===== src/rtl/udp_axis_pkg.sv =====
// Shared types and constants for the UDP stream multiplexer/packetizer.
// Packet layout on the payload stream: prefix bytes, then channel data bytes.
package udp_axis_pkg;

  typedef enum logic [1:0] {StIdle, StHdr, StPrefix, StData} state_e;

  localparam int unsigned PREFIX_BYTES  = 6;
  localparam int unsigned UDP_HDR_BYTES = 8;
  localparam int unsigned PAYLOAD_WIDTH = 8;

  localparam logic [31:0] DEFAULT_LOCAL_IP    = 32'hC0A8_0180;  // 192.168.1.128
  localparam logic [15:0] DEFAULT_SOURCE_PORT = 16'd1234;
  localparam logic [7:0]  DEFAULT_TTL         = 8'd64;

endpackage


===== src/rtl/udp_axis_word_serializer.sv =====
// Splits one DATA_WIDTH word into bytes, MSB first. A new word may load in the
// same cycle the previous word's last byte is accepted, so words stream gap-free.
module udp_axis_word_serializer
  import udp_axis_pkg::*;
#(
  parameter int unsigned DATA_WIDTH = 32
) (
  input  logic                  clk,
  input  logic                  reset_n,
  input  logic                  load_valid,
  input  logic [DATA_WIDTH-1:0] load_data,
  input  logic                  load_last,
  output logic                  load_ready,
  output logic [7:0]            out_tdata,
  output logic                  out_tvalid,
  output logic                  out_tlast,
  input  logic                  out_tready
);

  localparam int unsigned Bytes = DATA_WIDTH / PAYLOAD_WIDTH;
  localparam int unsigned CntW  = $clog2(Bytes + 1);

  logic [DATA_WIDTH-1:0] shreg_q;
  logic [CntW-1:0]       cnt_q;
  logic                  last_q;

  assign out_tvalid = (cnt_q != '0);
  assign out_tdata  = shreg_q[DATA_WIDTH-1 -: 8];
  assign out_tlast  = last_q && (cnt_q == CntW'(1));
  assign load_ready = (cnt_q == '0) || ((cnt_q == CntW'(1)) && out_tready);

  always_ff @(posedge clk or negedge reset_n) begin
    if (!reset_n) begin
      shreg_q <= '0;
      cnt_q   <= '0;
      last_q  <= 1'b0;
    end else if (load_valid && load_ready) begin
      shreg_q <= load_data;
      cnt_q   <= CntW'(Bytes);
      last_q  <= load_last;
    end else if (out_tvalid && out_tready) begin
      shreg_q <= shreg_q << 8;
      cnt_q   <= cnt_q - CntW'(1);
    end
  end

endmodule


===== src/rtl/udp_axis_mux_packetizer.sv =====
// Round-robin multiplexer of N word streams into UDP packets: one header,
// a 6-byte prefix (sequence, channel, word count - 1), then the channel's words.
module udp_axis_mux_packetizer
  import udp_axis_pkg::*;
#(
  parameter int unsigned NUM_CHANNELS     = 4,
  parameter int unsigned DATA_WIDTH       = 32,
  parameter int unsigned WORDS_PER_PACKET = 16,
  parameter logic [31:0] LOCAL_IP         = DEFAULT_LOCAL_IP,
  parameter logic [15:0] SOURCE_PORT      = DEFAULT_SOURCE_PORT
) (
  input  logic                                   clk,
  input  logic                                   reset_n,
  input  logic [31:0]                            dest_ip,
  input  logic [15:0]                            dest_port,
  output logic                                   hdr_valid,
  input  logic                                   hdr_ready,
  output logic [5:0]                             hdr_dscp,
  output logic [1:0]                             hdr_ecn,
  output logic [7:0]                             hdr_ttl,
  output logic [31:0]                            hdr_source_ip,
  output logic [31:0]                            hdr_dest_ip,
  output logic [15:0]                            hdr_source_port,
  output logic [15:0]                            hdr_dest_port,
  output logic [15:0]                            hdr_length,
  output logic [15:0]                            hdr_checksum,
  output logic [7:0]                             payload_tdata,
  output logic                                   payload_tvalid,
  input  logic                                   payload_tready,
  output logic                                   payload_tlast,
  output logic                                   payload_tkeep,
  output logic                                   payload_tstrb,
  output logic                                   payload_tuser,
  output logic                                   payload_tid,
  output logic                                   payload_tdest,
  input  logic [NUM_CHANNELS-1:0][DATA_WIDTH-1:0] in_tdata,
  input  logic [NUM_CHANNELS-1:0]                in_tvalid,
  output logic [NUM_CHANNELS-1:0]                in_tready,
  output logic [31:0]                            tx_packet_count
);

  localparam int unsigned ChW  = (NUM_CHANNELS > 1) ? $clog2(NUM_CHANNELS) : 1;
  localparam int unsigned WcW  = $clog2(WORDS_PER_PACKET + 1);
  localparam int unsigned PcW  = $clog2(PREFIX_BYTES + 1);
  localparam int unsigned PfxW = PREFIX_BYTES * 8;
  localparam logic [15:0] UdpLength =
      16'(UDP_HDR_BYTES + PREFIX_BYTES + WORDS_PER_PACKET * DATA_WIDTH / 8);

  if (NUM_CHANNELS < 1 || NUM_CHANNELS > 16) begin : gen_bad_channels
    $error("NUM_CHANNELS must be in 1..16");
  end
  if (DATA_WIDTH < 8 || DATA_WIDTH > 64 || (DATA_WIDTH % 8) != 0) begin : gen_bad_width
    $error("DATA_WIDTH must be a multiple of 8 in 8..64");
  end
  if (WORDS_PER_PACKET < 1 || WORDS_PER_PACKET > 256) begin : gen_bad_words
    $error("WORDS_PER_PACKET must be in 1..256");
  end
  if (PAYLOAD_WIDTH != 8) begin : gen_bad_payload
    $error("payload stream must be 8 bits wide");
  end

  state_e                          state_q;
  logic [ChW-1:0]                  grant_q;  // doubles as last_grant between packets
  logic                            hdr_valid_q;
  logic [31:0]                     dest_ip_q;
  logic [15:0]                     dest_port_q;
  logic [PfxW-1:0]                 prefix_q;
  logic [PcW-1:0]                  pcnt_q;
  logic [WcW-1:0]                  word_cnt_q;
  logic [NUM_CHANNELS-1:0][31:0]   seq_q;
  logic [31:0]                     tx_packet_count_q;

  logic [ChW-1:0] next_grant;
  logic           grant_found;
  int unsigned    idx;

  always_comb begin
    next_grant  = grant_q;
    grant_found = 1'b0;
    idx         = 0;
    for (int unsigned i = 1; i <= NUM_CHANNELS; i++) begin
      idx = (32'(grant_q) + i) % NUM_CHANNELS;
      if (!grant_found && in_tvalid[ChW'(idx)]) begin
        grant_found = 1'b1;
        next_grant  = ChW'(idx);
      end
    end
  end

  logic word_open, ser_load_valid, ser_load_ready, word_fire;
  logic [7:0] ser_tdata;
  logic ser_tvalid, ser_tlast, ser_tready;

  assign word_open      = (state_q == StData) && (word_cnt_q < WcW'(WORDS_PER_PACKET));
  assign ser_load_valid = word_open && in_tvalid[grant_q];
  assign word_fire      = ser_load_valid && ser_load_ready;
  assign ser_tready     = (state_q == StData) && payload_tready;

  always_comb begin
    in_tready = '0;
    if (word_open && ser_load_ready) in_tready[grant_q] = 1'b1;
  end

  udp_axis_word_serializer #(
    .DATA_WIDTH (DATA_WIDTH)
  ) u_ser (
    .clk        (clk),
    .reset_n    (reset_n),
    .load_valid (ser_load_valid),
    .load_data  (in_tdata[grant_q]),
    .load_last  (word_cnt_q == WcW'(WORDS_PER_PACKET - 1)),
    .load_ready (ser_load_ready),
    .out_tdata  (ser_tdata),
    .out_tvalid (ser_tvalid),
    .out_tlast  (ser_tlast),
    .out_tready (ser_tready)
  );

  assign payload_tvalid = (state_q == StPrefix) || ((state_q == StData) && ser_tvalid);
  assign payload_tdata  = (state_q == StPrefix) ? prefix_q[PfxW-1 -: 8] : ser_tdata;
  assign payload_tlast  = (state_q == StData) && ser_tlast;
  assign payload_tkeep  = 1'b1;
  assign payload_tstrb  = 1'b1;
  assign payload_tuser  = 1'b0;
  assign payload_tid    = 1'b0;
  assign payload_tdest  = 1'b0;

  assign hdr_valid       = hdr_valid_q;
  assign hdr_dscp        = 6'd0;
  assign hdr_ecn         = 2'd0;
  assign hdr_ttl         = DEFAULT_TTL;
  assign hdr_source_ip   = LOCAL_IP;
  assign hdr_dest_ip     = dest_ip_q;
  assign hdr_source_port = SOURCE_PORT;
  assign hdr_dest_port   = dest_port_q;
  assign hdr_length      = UdpLength;
  assign hdr_checksum    = 16'd0;
  assign tx_packet_count = tx_packet_count_q;

  always_ff @(posedge clk or negedge reset_n) begin
    if (!reset_n) begin
      state_q           <= StIdle;
      grant_q           <= ChW'(NUM_CHANNELS - 1);
      hdr_valid_q       <= 1'b0;
      dest_ip_q         <= '0;
      dest_port_q       <= '0;
      prefix_q          <= '0;
      pcnt_q            <= '0;
      word_cnt_q        <= '0;
      seq_q             <= '0;
      tx_packet_count_q <= '0;
    end else begin
      unique case (state_q)
        StIdle: begin
          if (grant_found) begin
            grant_q     <= next_grant;
            dest_ip_q   <= dest_ip;
            dest_port_q <= dest_port;
            prefix_q    <= {seq_q[next_grant], 8'(next_grant), 8'(WORDS_PER_PACKET - 1)};
            hdr_valid_q <= 1'b1;
            state_q     <= StHdr;
          end
        end
        StHdr: begin
          if (hdr_ready) begin
            hdr_valid_q <= 1'b0;
            pcnt_q      <= PcW'(PREFIX_BYTES);
            state_q     <= StPrefix;
          end
        end
        StPrefix: begin
          if (payload_tready) begin
            prefix_q <= prefix_q << 8;
            pcnt_q   <= pcnt_q - PcW'(1);
            if (pcnt_q == PcW'(1)) begin
              word_cnt_q <= '0;
              state_q    <= StData;
            end
          end
        end
        StData: begin
          if (word_fire) word_cnt_q <= word_cnt_q + WcW'(1);
          if (payload_tlast && payload_tready) begin
            seq_q[grant_q]    <= seq_q[grant_q] + 32'd1;
            tx_packet_count_q <= tx_packet_count_q + 32'd1;
            state_q           <= StIdle;
          end
        end
        default: state_q <= StIdle;
      endcase
    end
  end

endmodule


===== config.mk =====
export PLATFORM = sky130hd
export DESIGN_NAME = udp_axis_mux_packetizer
export DESIGN_NICKNAME = d
export VERILOG_FILES = /design/src/rtl/udp_axis_pkg.sv /design/src/rtl/udp_axis_word_serializer.sv /design/src/rtl/udp_axis_mux_packetizer.sv
export SDC_FILE = /design/constraint.sdc
export NUM_CORES = 1
export LEC_CHECK = 0
export ABC_AREA = 0
export CORE_MARGIN = 2
export CORE_UTILIZATION = 50
export CTS_CLUSTER_SIZE = 20
export DETAILED_ROUTE_END_ITERATION = 12
export GPL_TIMING_DRIVEN = 0
export PLACE_DENSITY = 0.91
export SYNTH_ARGS = -nofsm -noshare
export SYNTH_HDL_FRONTEND = slang
export SYNTH_SLANG_ARGS = --single-unit

===== constraint.sdc =====
create_clock -name clk -period 9.1 [get_ports clk]
set_input_delay 2.275 -clock clk [delete_from_list [all_inputs] [get_ports clk]]
set_output_delay 2.275 -clock clk [all_outputs]
set_load 0.02 [all_outputs]

; ---- Yosys cells after proc, flatten, opt, wreduce, memory -nomap -nowiden
; Cells that the tools add are included.
[classes]
n_addsub = 9
multipliers = 0
div = 0
order_cmp = 8
n_eq_ne = 12
shifts = 0
mux = 54
bitwise = 0
n_reduce_logical = 35
[op_table]
columns = operator, count
row1 = $bmux W32 S2, 3
row2 = $mux W32, 6
row3 = $bwmux W128, 1
row4 = $mux W48, 2
row5 = $pmux W48 S2, 1
row6 = $add A32 B1 Y32 const B, 2
row7 = $demux W32 S2, 1
row8 = $lt A2 B3 Y1 const B, 6
row9 = $mux W2, 9
row10 = $logic_and A1 B1 Y1, 15
row11 = $mux W5, 3
row12 = $mux W1, 12
row13 = $mux W3, 4
row14 = $bmux W1 S2, 5
row15 = $pmux W5 S2, 1
row16 = $reduce_bool A2 Y1, 5
row17 = $reduce_and A3 Y1, 3
row18 = $mux W8, 1
row19 = $ne A2 B2 Y1 const B, 4
row20 = $pmux W2 S4, 1
row21 = $eq A3 B1 Y1 const B, 2
row22 = $pmux W3 S2, 1
row23 = $sub A3 B1 Y3 const B, 2
row24 = $add A5 B1 Y5 const B, 1
row25 = 19 further kinds, 27
[word_totals]
reg_bits = 305
latch_bits = 0
ramBits = 0
rom_bits = 0
in_bits = 184
output_inout_bits = 196
elab_cells = 134
memories = 0

; ---- Longest topological paths before layout
[logic_depth]
ltp_word = 17
depth_mapped = 15
mapped_depth_nobuf = 9

; ---- Modules after synthesis
; A second synthesis with hierarchy kept.
[hier_totals]
hier_cells = 1474
area_unflattened_um2 = 16000.3
[modules_own_cells]
columns = module, n_inst, cells_per_inst, area_each_um2, seq_area_each_um2
row1 = udp_axis_mux_packetizer, 1, 1292, 14248.7, 6433.7
row2 = udp_axis_word_serializer, 1, 182, 1751.7, 900.9

; ---- Worst setup path before layout
; No wires, ideal clock.
[synth_timing]
kind = input -> output
startpoint = input payload_tready
endpoint = output in_tready[0]
t_arrival_ps = 3023
required_ps = 6825
setup_slack_ps = 3802
path_stages = 3
path_buffers = 0
cell_sequence = a21oi_1 nor4_1 and2_1
[synth_between]
elab_chain_len = 5
[synth_lines]
columns = element, line_no
row1 = "start, declared", udp_axis_mux_packetizer.sv:29  ; input logic payload_tready,
row2 = $logic_and A1 B1 Y1, udp_axis_mux_packetizer.sv:97  ; assign ser_tready = (state_q == StData) && payload_tready;
row3 = $logic_and A1 B1 Y1, udp_axis_word_serializer.sv:30  ; assign load_ready = (cnt_q == '0) || ((cnt_q == CntW'(1)) && out_tready);
row4 = $logic_or A1 B1 Y1, udp_axis_word_serializer.sv:30
row5 = $logic_and A1 B1 Y1, udp_axis_mux_packetizer.sv:101  ; if (word_open && ser_load_ready) in_tready[grant_q] = 1'b1;
row6 = $mux W4, udp_axis_mux_packetizer.sv:101
row7 = "end, declared", udp_axis_mux_packetizer.sv:38  ; output logic [NUM_CHANNELS-1:0] in_tready,
; No other way between the ends.

; ---- Worst setup path after layout
[layout_timing]
startpoint = input payload_tready
endpoint = output in_tready[1]
; Same word-level chain as after synthesis.

==> results.md <==
- Outcome: complete, no violations
- Crit path time final: approximately 6.7 ns
- Post-synth top flop: dfrtp_1
- Global-route wire length before repair: a little over 80 mm
- Slew @ Worst Pin: between 0.9 and 1 ns
- Tightest Hold Check Type: reg -> reg
- Setup-failing EPs final: 0
- Post-CTS sizing: 0
- Total GRT Usage: between 30% and 40%
- Fin. Hold Viols: 0
- Top-area cell type share of the netlist area: about 45%
- Smallest hold slack: 0.4697 ns
- Max Cap Viol: 0
- Rel. slew slack: 37.02%
- Sequential Power Share: 30.6%
- First DRT Iteration DRCs: between 1500 and 2000
- Cell internal pwr: about 0.0033 W
- Yosys warns: 0
- Area grow syn2layout: 29.77%
- # diodes: 0
- Asr flop ratio synth: 100.0%
- Core Box Area: approximately 0.032 sq mm
- Crit share post-route: about three quarters
- Max VDD drop: approximately 0.18 mV
- Initial antenna violation count: 0
- Post-synth EDFFs: 0
- Count leader, synth: nand2_1
- PnR worst setup slack: 2.413 ns
- Worst-skew pair later-pin latency: roughly 0.56 ns
- Clock Sinks: between 200 and 300
- Worst path slowest cell: nor4_1
- GPL Wtd Cong: 1.034
- Yosys top cell by area: dfrtp_1
- Crit-path cells: clkdlybuf4s50_1 > a21oi_1 > nor4_1 > and2_1 > clkdlybuf4s50_1
- Sequential cell area: about 0.0073 sq mm
- #FFs+latches synth: between 200 and 300
- Nets: between 2000 and 2500
- Worst setup SP type: primary input
- Fillers: 2151
- Multi-input gate area: 0.007944 sq mm
- Combinational power share: 45.0%
- Mapped Area: around 0.016 sq mm
- Power Dens Cells: approximately 260 mW/mm^2
- CP endpoint kind: output pin
- Clk_skew: 0.01249 ns
- Die ar.: about 0.034 sq mm
- Reg clk slew, reported paths: ~0.060 ns
- Top Ports: 380
- FF-to-FF setup slack: roughly 4.7 ns
- Post-CTS Setup Inserts: 0
- CTS Root Cell: clkbuf_16
- DRC: 0
- Vias: approximately 15000
- Clk pwr share: 24.4%
- Leakage: approximately 9.6 nW
- Post-Place Worst Slack: 2.409 ns
- CP Class: in -> out
- Top cells by count, synth: nand2_1 (390), dfrtp_1 (291), o21ai_0 (147), buf_4 (104), clkbuf_1 (71)
- Switching Fraction: roughly 40%
- Most frequent CP cell: clkdlybuf4s50_1
- Detail Route Antenna Nets: 0
- Register area share after synthesis: a little under half
- Placed wire-length estimate: approximately 37 mm
- Die Width: 184.2 microns
- Fin. max-slew vios: 0
- Worst Path Max Fanout: 6
- Vias per Instance: roughly 6
- Psw: 0.002234 W
- Routed wire per std cell: between 20 and 25 microns
- CTS tree: done
- Synth cell types: between 60 and 70
- Largest net degree at the start of global routing: 130
- Clock Path Buffers: 3
- Largest cells by area after synthesis: dfrtp_1 (45%), nand2_1 (9.0%), mux4_2 (7.6%), buf_4 (4.8%), o21ai_0 (4.5%)
- Vias in the first global route: ~15000
- Core Rows: between 60 and 70
- Port buffer count: between 200 and 300
- TritonRoute pass-1 iters: 8
- Largest stage delay, worst path: ~0.66 ns
- Unrepaired setup endpoints after global routing: no
- Number of H-tree levels: 1
- Routed WL: ~54 mm
- Synth Instances: around 1600
- Mean post-synth cell area: about 10 sq um
- CTS Hold Bufs: 0
- Peak Freq: approximately 0.15 GHz
- Share of cells above drive strength 1: between 10% and 20%
- Initial Util: slightly above 50%
- Critical Path RT: 6.83 ns
- CTS buffer count: 28
- Die height: approximately 180 microns
- Data arrival, critical path: ~4.4 ns
- Total global routing overflow: 0
cells by family (layout without fill, tap and decap cells):
kind of cell / after synthesis / after routing / synth area share [%]
and+or+nand+nor: 623 / 623 / 17.24
DFF: 293 / 293 / 45.17
AOI/OAI and AO/OA: 249 / 249 / 8.969
buffers and inverters: 228 / 559 / 8.199
muxes: 152 / 152 / 15.60
xor gates and xnor gates: 63 / 63 / 3.398
adders and majority gates: 18 / 18 / 1.387
other: 2 / 101 / 0.04625
power by group through the flow:
stage / combinational, W / sequential [W] / clock (W)
after floorplan: 0.00141 / 0.00179 / 0
after global placement: 0.00234 / 0.00169 / 0
after detailed placement: 0.00241 / 0.00170 / 0
after CTS: 0.00244 / 0.00169 / 0.00135
after global routing: 0.00264 / 0.00172 / 0.00141
final: 0.00250 / 0.00170 / 0.00136
routing by layer:
| layer | wire [microns] | vias to the layer above | GRT usage, % | share of wire, % |
|---|---|---|---|---|
| met2 | 25590 | 1159 | 51.86 | 48 |
| met4 | 2941 | 0 | 14.78 | 5.5 |
| li1 | - | 6317 | - | - |
| met1 | 18730 | 7201 | 37.80 | 35 |
| met5 | 0 | - | 0 | 0 |
| met3 | 6423 | 286 | 8.022 | 12 |
stage by stage:
| step | setup TNS [ns] | utilization [%] | instances | instance area, sq um | total power [W] |
|---|---|---|---|---|---|
| CTS | 0 | 66.26 | 2493 | 21070 | 0.005479 |
| global route | 0 | 66.26 | 2493 | 21070 | 0.005769 |
| finish | 0 | 66.26 | 2493 | 21070 | 0.005557 |
| global placement | -1828.31 | 62.66 | 2439 | 19930 | 0.004035 |
| floorplan | 0 | - | 1727 | 16610 | 0.003205 |
| detailed placement | 0 | 62.85 | 2441 | 19990 | 0.004115 |
registers in the layout, summed over array words and instances (netlist names):
signal	flops
seq_q	128
prefix_q	36
hdr_dest_ip	32
tx_packet_count	32
u_ser.shreg_q	32
hdr_dest_port	16
word_cnt_q	5
pcnt_q	3
u_ser.cnt_q	3
grant_q	2
state_q	2
hdr_valid	1
u_ser.last_q	1
worst max-delay path, delay by kind of cell:
kind | cells | cell delay [ns]
and+or+nand+nor | 2 | 0.90
buffers and inverters | 2 | 1.15
AOI/OAI and AO/OA | 1 | 0.08
final timing paths:
check | from | cells past startpoint | end
worst max-delay path | payload_tready | 5 | in_tready[1]
worst min-delay path | u_ser.last_q$_DFFE_PN0P_ | 2 | u_ser.last_q$_DFFE_PN0P_
worst max register to register | grant_q[1]$_DFFE_PN1P_ | 14 | prefix_q[37]$_DFFE_PN0P_
worst min register to register | u_ser.last_q$_DFFE_PN0P_ | 2 | u_ser.last_q$_DFFE_PN0P_
max in group asynchronous | reset_n | 3 | seq_q[27]$_DFFE_PN0P_
min in group asynchronous | reset_n | 1 | hdr_dest_ip[13]$_DFFE_PN0P_
cell type report:
type / count / area share (%)
Inverter: 21 / 0.3741
Sequential cell: 293 / 34.81
Clock inverter: 13 / 1.051
Multi-Input combinational cell: 1206 / 37.70
Tap cell: 435 / 2.583
Buffer: 207 / 5.944
Timing Repair Buffer: 279 / 13.44
Clock buffer: 39 / 4.097
cells in the final DEF (no fill, tap or decap), drive strengths merged, types with 4 or more instances in the layout:
master,netlist,routed
a211o,18,18
a21oi,39,39
and2,13,13
and3,28,28
and4,7,7
buf,136,139
bufinv,0,6
clkbuf,71,110
clkdlybuf4s50,0,276
clkinv,0,6
conb,2,101
dfrtp,291,291
ha,18,18
inv,21,21
mux2,44,44
mux2i,37,37
mux4,71,71
nand2,390,390
nand2b,9,9
nand3,39,39
nand4,63,63
nor2,56,56
nor2b,4,4
nor3,5,5
nor4,5,5
o211ai,7,7
o21ai,150,150
o221ai,4,4
o2bb2ai,7,7
xnor2,44,44
xor2,19,19
Note: power is estimated with default switching activity, not from simulation.
